$ cat src/rtl/ps2_key_mapper_if.sv
// Byte-stream in / key-bitmap out bundle between the PS/2 receiver and the key mapper.
interface ps2_key_mapper_if #(
  parameter int OCTAVES = 2
);
  logic                   dataValid;
  logic [7:0]             dataIn;
  logic [12*OCTAVES-1:0]  keys;
  logic                   keyEvent;
  logic [4:0]             eventIndex;
  logic                   eventPress;
  logic [7:0]             lastCode;
  logic [7:0]             prevCode;

  modport master (
    output dataValid, dataIn,
    input  keys, keyEvent, eventIndex, eventPress, lastCode, prevCode
  );

  modport slave (
    input  dataValid, dataIn,
    output keys, keyEvent, eventIndex, eventPress, lastCode, prevCode
  );
endinterface

$ cat src/rtl/ps2_key_mapper.sv
// PS/2 Set-2 scan-code stream to per-note key-held bitmap.
// Handles F0 (break) and E0 (extended) prefixes; extended keys are never mapped.
// Optional macro PS2_KEY_TIMEOUT_EN: auto-release all keys after TIMEOUT_CYCLES idle cycles.
module ps2_key_mapper #(
  parameter int OCTAVES        = 2,
  parameter int TIMEOUT_CYCLES = 50_000_000
) (
  input  logic             mclk,
  input  logic             rst,
  ps2_key_mapper_if.slave  bus
);
  localparam int NK = 12 * OCTAVES;

  typedef enum logic [1:0] {IDLE, BREAK, EXT, EXT_BRK} state_t;

  typedef struct packed {
    logic       hit;
    logic [4:0] idx;
  } noteLookup_t;

  // Set-2 make code to chromatic note index; codes beyond the configured octaves miss.
  function automatic noteLookup_t lookup(input logic [7:0] code);
    noteLookup_t r;
    r.hit = 1'b1;
    r.idx = 5'd0;
    case (code)
      8'h1A: r.idx = 5'd0;   8'h1B: r.idx = 5'd1;   8'h22: r.idx = 5'd2;
      8'h23: r.idx = 5'd3;   8'h21: r.idx = 5'd4;   8'h2A: r.idx = 5'd5;
      8'h34: r.idx = 5'd6;   8'h32: r.idx = 5'd7;   8'h33: r.idx = 5'd8;
      8'h31: r.idx = 5'd9;   8'h3B: r.idx = 5'd10;  8'h3A: r.idx = 5'd11;
      8'h15: r.idx = 5'd12;  8'h1E: r.idx = 5'd13;  8'h1D: r.idx = 5'd14;
      8'h26: r.idx = 5'd15;  8'h24: r.idx = 5'd16;  8'h2D: r.idx = 5'd17;
      8'h2E: r.idx = 5'd18;  8'h2C: r.idx = 5'd19;  8'h36: r.idx = 5'd20;
      8'h35: r.idx = 5'd21;  8'h3D: r.idx = 5'd22;  8'h3C: r.idx = 5'd23;
      default: r.hit = 1'b0;
    endcase
    if (int'(r.idx) >= NK) r.hit = 1'b0;
    return r;
  endfunction

  state_t          state;
  logic [NK-1:0]   keysQ;
  logic            keyEventQ;
  logic [4:0]      eventIndexQ;
  logic            eventPressQ;
  logic [7:0]      lastCodeQ;
  logic [7:0]      prevCodeQ;

  noteLookup_t     look;
  logic [NK-1:0]   selMask;
  logic            held;
  logic            timeoutHit;

  // Decode the incoming byte and test whether its note is currently held.
  always_comb begin
    look    = lookup(bus.dataIn);
    selMask = {{(NK-1){1'b0}}, 1'b1} << look.idx;
    held    = |(keysQ & selMask);
  end

`ifdef PS2_KEY_TIMEOUT_EN
  localparam int CNT_W = $clog2(TIMEOUT_CYCLES + 1);
  localparam logic [CNT_W-1:0] TMAX = CNT_W'(TIMEOUT_CYCLES);

  logic [CNT_W-1:0] idleCnt;

  // Idle counter: cleared by any byte, saturates at TIMEOUT_CYCLES.
  always_ff @(posedge mclk) begin
    if (rst || bus.dataValid) idleCnt <= '0;
    else if (idleCnt != TMAX) idleCnt <= idleCnt + 1'b1;
  end

  // Fires on the idle edge that brings the counter to TIMEOUT_CYCLES.
  assign timeoutHit = !bus.dataValid && (idleCnt == TMAX - 1'b1);
`else
  assign timeoutHit = 1'b0;
`endif

  // Prefix FSM, key bitmap, event pulse and raw-byte history; all registered.
  always_ff @(posedge mclk) begin
    if (rst) begin
      state       <= IDLE;
      keysQ       <= '0;
      keyEventQ   <= 1'b0;
      eventIndexQ <= 5'd0;
      eventPressQ <= 1'b0;
      lastCodeQ   <= 8'h00;
      prevCodeQ   <= 8'h00;
    end else begin
      keyEventQ <= 1'b0;
      if (bus.dataValid) begin
        prevCodeQ <= lastCodeQ;
        lastCodeQ <= bus.dataIn;
        unique case (state)
          IDLE: begin
            if (bus.dataIn == 8'hF0)      state <= BREAK;
            else if (bus.dataIn == 8'hE0) state <= EXT;
            else begin
              state <= IDLE;
              // Typematic repeat of a held key is not a transition.
              if (look.hit && !held) begin
                keysQ       <= keysQ | selMask;
                keyEventQ   <= 1'b1;
                eventIndexQ <= look.idx;
                eventPressQ <= 1'b1;
              end
            end
          end
          BREAK: begin
            if (bus.dataIn == 8'hF0)      state <= BREAK;
            else if (bus.dataIn == 8'hE0) state <= EXT_BRK;
            else begin
              state <= IDLE;
              if (look.hit && held) begin
                keysQ       <= keysQ & ~selMask;
                keyEventQ   <= 1'b1;
                eventIndexQ <= look.idx;
                eventPressQ <= 1'b0;
              end
            end
          end
          EXT: begin
            if (bus.dataIn == 8'hF0)      state <= EXT_BRK;
            else if (bus.dataIn == 8'hE0) state <= EXT;
            else                          state <= IDLE;
          end
          EXT_BRK: begin
            if (bus.dataIn == 8'hF0 || bus.dataIn == 8'hE0) state <= EXT_BRK;
            else                                             state <= IDLE;
          end
          default: state <= IDLE;
        endcase
      end else if (timeoutHit && keysQ != '0) begin
        // Silent recovery from lost break codes.
        keysQ <= '0;
        state <= IDLE;
      end
    end
  end

  assign bus.keys       = keysQ;
  assign bus.keyEvent   = keyEventQ;
  assign bus.eventIndex = eventIndexQ;
  assign bus.eventPress = eventPressQ;
  assign bus.lastCode   = lastCodeQ;
  assign bus.prevCode   = prevCodeQ;
endmodule

$ cat src/flat_wrapper.sv
// flat-port wrapper written by rule: the top's interface ports become plain ports
module ps2_key_mapper_flat 
#(
  parameter int OCTAVES        = 2,
  parameter int TIMEOUT_CYCLES = 50_000_000
)
  (mclk, rst, bus_dataValid, bus_dataIn, bus_keys, bus_keyEvent, bus_eventIndex, bus_eventPress, bus_lastCode, bus_prevCode);
  ps2_key_mapper_if #(.OCTAVES(OCTAVES)) bus_i ();
  input  logic mclk;
  input  logic rst;
  input wire logic [$bits(bus_i.dataValid)-1:0] bus_dataValid;
  input wire logic [$bits(bus_i.dataIn)-1:0] bus_dataIn;
  output wire logic [$bits(bus_i.keys)-1:0] bus_keys;
  output wire logic [$bits(bus_i.keyEvent)-1:0] bus_keyEvent;
  output wire logic [$bits(bus_i.eventIndex)-1:0] bus_eventIndex;
  output wire logic [$bits(bus_i.eventPress)-1:0] bus_eventPress;
  output wire logic [$bits(bus_i.lastCode)-1:0] bus_lastCode;
  output wire logic [$bits(bus_i.prevCode)-1:0] bus_prevCode;
  assign bus_i.dataValid = bus_dataValid;
  assign bus_i.dataIn = bus_dataIn;
  assign bus_keys = bus_i.keys;
  assign bus_keyEvent = bus_i.keyEvent;
  assign bus_eventIndex = bus_i.eventIndex;
  assign bus_eventPress = bus_i.eventPress;
  assign bus_lastCode = bus_i.lastCode;
  assign bus_prevCode = bus_i.prevCode;
  ps2_key_mapper #(.OCTAVES(OCTAVES), .TIMEOUT_CYCLES(TIMEOUT_CYCLES)) u_core (.mclk(mclk), .rst(rst), .bus(bus_i));
endmodule
$ cat config.mk
export PLATFORM = sky130hd
export DESIGN_NAME = ps2_key_mapper_flat
export DESIGN_NICKNAME = d
export VERILOG_FILES = /design/src/rtl/ps2_key_mapper_if.sv /design/src/rtl/ps2_key_mapper.sv /design/src/flat_wrapper.sv
export SDC_FILE = /design/constraint.sdc
export NUM_CORES = 1
export LEC_CHECK = 0
export ABC_CLOCK_PERIOD_IN_PS = 5300
export BUFFER_PORTS_ARGS = -buffer_cell sky130_fd_sc_hd__buf_2
export CAP_MARGIN = 20
export CORE_ASPECT_RATIO = 1.4
export CORE_MARGIN = 4
export CORE_UTILIZATION = 56
export DETAILED_ROUTE_END_ITERATION = 8
export PLACE_DENSITY_LB_ADDON = 0.12
export SYNTH_ARGS = -nofsm -noshare
export SYNTH_HDL_FRONTEND = slang
export SYNTH_SLANG_ARGS = --single-unit
$ cat constraint.sdc
create_clock -name mclk -period 5.3 [get_ports mclk]
set_input_delay 0.795 -clock mclk [delete_from_list [all_inputs] [get_ports mclk]]
set_output_delay 0.795 -clock mclk [all_outputs]
set_load 0.02 [all_outputs]
Yosys cells after proc, flatten, opt, wreduce, memory -nomap -nowiden
Cells that the tools add are included.

word-level totals
  bits in registers = 49
  logic and storage cells = 97
  input bits = 11
  output and inout port bits = 47

operators by class
  shift-type cells = 1
  mux-type cells = 38
  order comparisons = 1
  equality and inequality tests = 35
  reductions and logical operators = 10
  bitwise operators = 5

operators by type and width
  operator                                                            number
  8-bit by 6-bit == test with 1-bit output, second input constant     19
  24-bit 2-to-1 mux                                                   6
  5-bit one-hot mux with 23 select lines                              1
  24-bit AND                                                          2
  24-bit one-hot mux with 2 select lines                              1
  24-bit OR reduction                                                 2
  8-bit by 5-bit == test with 1-bit output, second input constant     5
  5-bit 2-to-1 mux                                                    6
  24-bit NOT                                                          1
  24-bit OR                                                           1
  1-bit by 5-bit << shifter with 24-bit output, first input constant  1
  8-bit == test, second input constant                                2
  1-bit 2-to-1 mux                                                    14
  2-bit 2-to-1 mux                                                    6
  5-bit one-hot mux with 2 select lines                               1
  2-bit != test, second input constant                                4
  2-bit one-hot mux with 4 select lines                               1
  8-bit AND reduction                                                 1
  5-bit greater-or-equal comparator, second input constant            1
  2-bit == test, second input constant                                2
  2-bit by 1-bit != test with 1-bit output, second input constant     2
  1-bit one-hot mux with 2 select lines                               2
  2-bit by 1-bit == test with 1-bit output, second input constant     1
  1-bit logical AND                                                   2
  6 further kinds                                                     6

Longest topological paths before layout
  depth after elaboration = 11
  gate-level depth with buffers = 13
  gate-level depth less buffers = 8

Worst setup path after synthesis
OpenSTA, ideal clock, no wires.

  path kind = in2reg
  from = in bus_dataIn[7]
  to = reg with a tool-made name
  library setup time = 0.131 ns
  stages on the path = 12
  buffers on the path = 4
  path slack = 1.255 ns
  data arrival time = 3.914 ns
  cells stage by stage = buf_2 -> or4b_1 -> nor3_1 -> or4_1 -> clkbuf_1 -> mux2_1 -> a32o_1 -> nor4_4 -> mux2i_1 -> buf_4 -> buf_2 -> o21ai_1

RTL lines
  what             RTL line            RTL
  start, declared  flat_wrapper.sv:12  input wire logic [$bits(bus_i.dataIn)-1:0] bus_dataIn;

==> summary.md <==
| Metric | Value |
|---|---|
| Num CTS Buffers | `5` |
| CTS max path bufs | `2` |
| Port Buffers | `57` |
| Status | `complete, no violations` |
| Worst path cell trace | `buf_2 -> xnor2_1 -> nor4b_1 -> nor4_1 -> a21oi_1 -> a32o_1 -> nor4_4 -> mux2i_2 -> buf_4 -> a2111oi_0` |
| TritonCTS clock tree | `done` |
| R2R cell count | `9` |
| Worst-path maximum fanout | `30` |
| Async set-reset flop share out of synthesis | `0%` |
| Number of remaining DRC errors | `0` |
| Final setup fails | `0` |
| Seq cells post-synth | `49` |
| Share of the synthesized area in the top cell type | `31.3%` |
| Floorplan die height | `96.5 um` |
| Hold crit path type | `flop to flop` |
| CP Capture Type | `flop` |
| Nets@finish | `about 440` |
| Clock transition at path regs | `0.10 ns` |
| Slowest Stage Delay on Critical Path | `0.74 ns` |
| WP depth | `10` |
| Cts repair resizes | `0` |
| Layout area overhead | `11.4%` |
| CP top delay family | `simple AND/OR/NAND/NOR gates` |
| DR pass1 iterations | `4` |
| Clk_skew | `roughly 0.012 ns` |
| Die area | `0.00687 mm^2` |
| Setup crit start | `bus_dataIn[3]` |
| Worst IR drop on VDD | `between 0.15 and 0.2 mV` |
| Fin crit share | `78.5%` |
| Clk_lat worst skew | `approximately 0.31 ns` |
| H-tree depth | `2` |
| Gr ovfl total | `0` |
| Worst endpoint data arrival time | `4.35 ns` |
| Final Hold Violating Endpoints | `0` |
| Pin count of the biggest net entering global routing | `41` |
| Starting DRT DRC Count | `between 200 and 250` |
| Syn Area/Cell | `8.03 um^2` |
| Fin. max-slew vios | `0` |
| Leak | `about 1.3 nW` |
| Core area | `between 0.005 and 0.006 mm^2` |
| Vias in the first global route | `2,934` |
| Post-Syn Nets | `401` |
| Post-synth EDFFs | `0` |
| Row Count | `31` |
| Hold worst-path end | `u_core.bus.eventIndex[3]$_SDFFE_PP0P_` |
| Worst Hold Depth | `2` |
| Layout cell share with drive strength beyond 1 | `18.8%` |
| Startpoint Class | `input port` |
| Die width | `71.2 um` |
| Clock sink count | `49` |
| FMAX | `around 240 MHz` |
| Pwr/cell area | `206 mW/mm^2` |
| WS Path Type | `input port to flop` |
| Worst slew pin tran | `0.837 ns` |
| Post-CTS Setup Bufs | `0` |
| HPWL Detailed | `6450 um` |
| Cell area after synthesis | `0.00313 mm^2` |
| WL per Instance | `18.4 um` |
| Slowest CP cell | `nor4_1` |
| TNS Setup | `0 ns` |
| GRT Overall Usage | `between 20% and 30%` |
| Core Util, Final | `65.6%` |
| Post-route ant nets | `0` |
| WP buf/inv | `2` |
| Yosys warns | `0` |
| Io pins | `58` |
| Fillcell total | `463` |
| First-pass GRT wire length | `between 10,000 and 15,000 um` |
| Main flop type after synthesis | `dfxtp_1` |
| Top cell type by total area after synthesis | `dfxtp_1` |
| Minimum clock period | `4.16 ns` |
| Register area share after synthesis | `31.3%` |
| GPL Wtd Cong | `0.967` |
| Cells after Synth | `390` |
| Synth unique cells | `60` |
| Ant diodes | `0` |
| Clk Tree Root Cell | `clkbuf_8` |
| Commonest cells after routing, fill and taps aside | `57 x buf_2, 49 x dfxtp_1, 38 x nor2_1` |
| WL final | `between 9000 and 10,000 um` |
| Via-per-instance ratio | `6.41` |
| Initial core utilization | `between 50% and 60%` |
| Max-Cap Viols | `0` |
| Worst hold start | `u_core.bus.eventIndex[3]$_SDFFE_PP0P_` |
| Initial antenna violation count | `0` |
| RSZ-0062 raised after global routing | `no` |
| Relative slew slack | `43.7%` |
| Vias | `3,149` |
| CP required | `5.49 ns` |
| Commonest non-fill, non-tap cell in the layout | `buf_2` |
| Hold Slack | `0.468 ns` |
| Top post-synthesis cells by area | `dfxtp_1 31%, mux2i_1 6.4%, nor2_1 4.6%` |
| CTS hold repair buffers | `0` |
| Worst R2R Setup Slack | `2.44 ns` |
how the worst max path moves through the flow:
| stage | slack, ns | end |
|---|---|---|
| 4_1_cts | 1.21 | flop |
| 5_1_grt | 0.73 | flop |
| 3_3_place_gp | 0.92 | u_core.bus.eventIndex[2]$_SDFFE_PP0P_ |
| 2_1_floorplan | 1.25 | flop |
| 6_report | 1.14 | flop |
| 3_5_place_dp | 0.88 | flop |
worst register-to-register path, cell delays in order (launching register included):
cell	delay, ns
dfxtp_1	0.34
or4bb_1	0.19
o22ai_1	0.07
a22oi_1	0.19
o221ai_1	0.19
a2111o_1	0.36
nor4_4	0.60
mux2i_2	0.15
buf_4	0.22
a2111oi_0	0.42
layout make-up:
cell class | count | area [um^2] | share of cell area [%]
sequential | 49 | 981 | 28.1
timing repair buffer | 64 | 338 | 9.69
clock buffer | 6 | 72.6 | 2.08
tap | 66 | 82.6 | 2.37
multi-input combinational | 285 | 1930 | 55.3
inverter | 19 | 71.3 | 2.05
clock inverter | 2 | 15.0 | 0.431
power breakdown:
part	internal [mW]	switching [mW]
Clock	0.0933	0.132
Combinational	0.0343	0.0779
Sequential	0.375	0.00440
cell families after synthesis:
family | synth area share [%]
buffers and inverters | 7.23
multiplexers | 8.55
AO/OA/AOI/OAI | 25.5
XOR/XNOR | 0.560
AND/OR/NAND/NOR | 26.8
flip-flops | 31.3
synth_stat cells, drive strengths merged (2+ instances only):
cell type,number
dfxtp,49
nor2,38
nand2,32
a21oi,27
clkbuf,23
mux2i,20
inv,19
buf,14
o21ai,13
nand3,11
a2111oi,10
o311ai,10
nand2b,9
nor3,9
nor2b,8
nor4,8
o2111ai,8
o31ai,7
mux2,6
o211ai,6
nand3b,5
nor3b,5
nor4b,5
a211oi,4
and3,4
nand4,4
nand4bb,4
and2,3
o221ai,3
o22ai,3
or4bb,2
metal layers:
layer / share of wire, % / GRT usage, % / up-vias
met3: 5.8 / 5.38 / 35
met4: 4.8 / 16.5 / 0
li1: - / - / 1517
met1: 40 / 31.5 / 1484
met2: 49 / 45.1 / 113
met5: 0 / 0 / -
per-stage QoR:
stage / area, um^2 / worst slack, ns / total power, mW / cells
after floorplan: 3130 / 1.25 / 0.470 / 390
after global placement: 3400 / 0.922 / 0.498 / 483
after detailed placement: 3400 / 0.878 / 0.499 / 483
after CTS: 3490 / 1.21 / 0.718 / 491
after global routing: 3490 / 0.729 / 0.744 / 491
final: 3490 / 1.14 / 0.717 / 491
No activity file was read; power rests on OpenSTA's default activity.
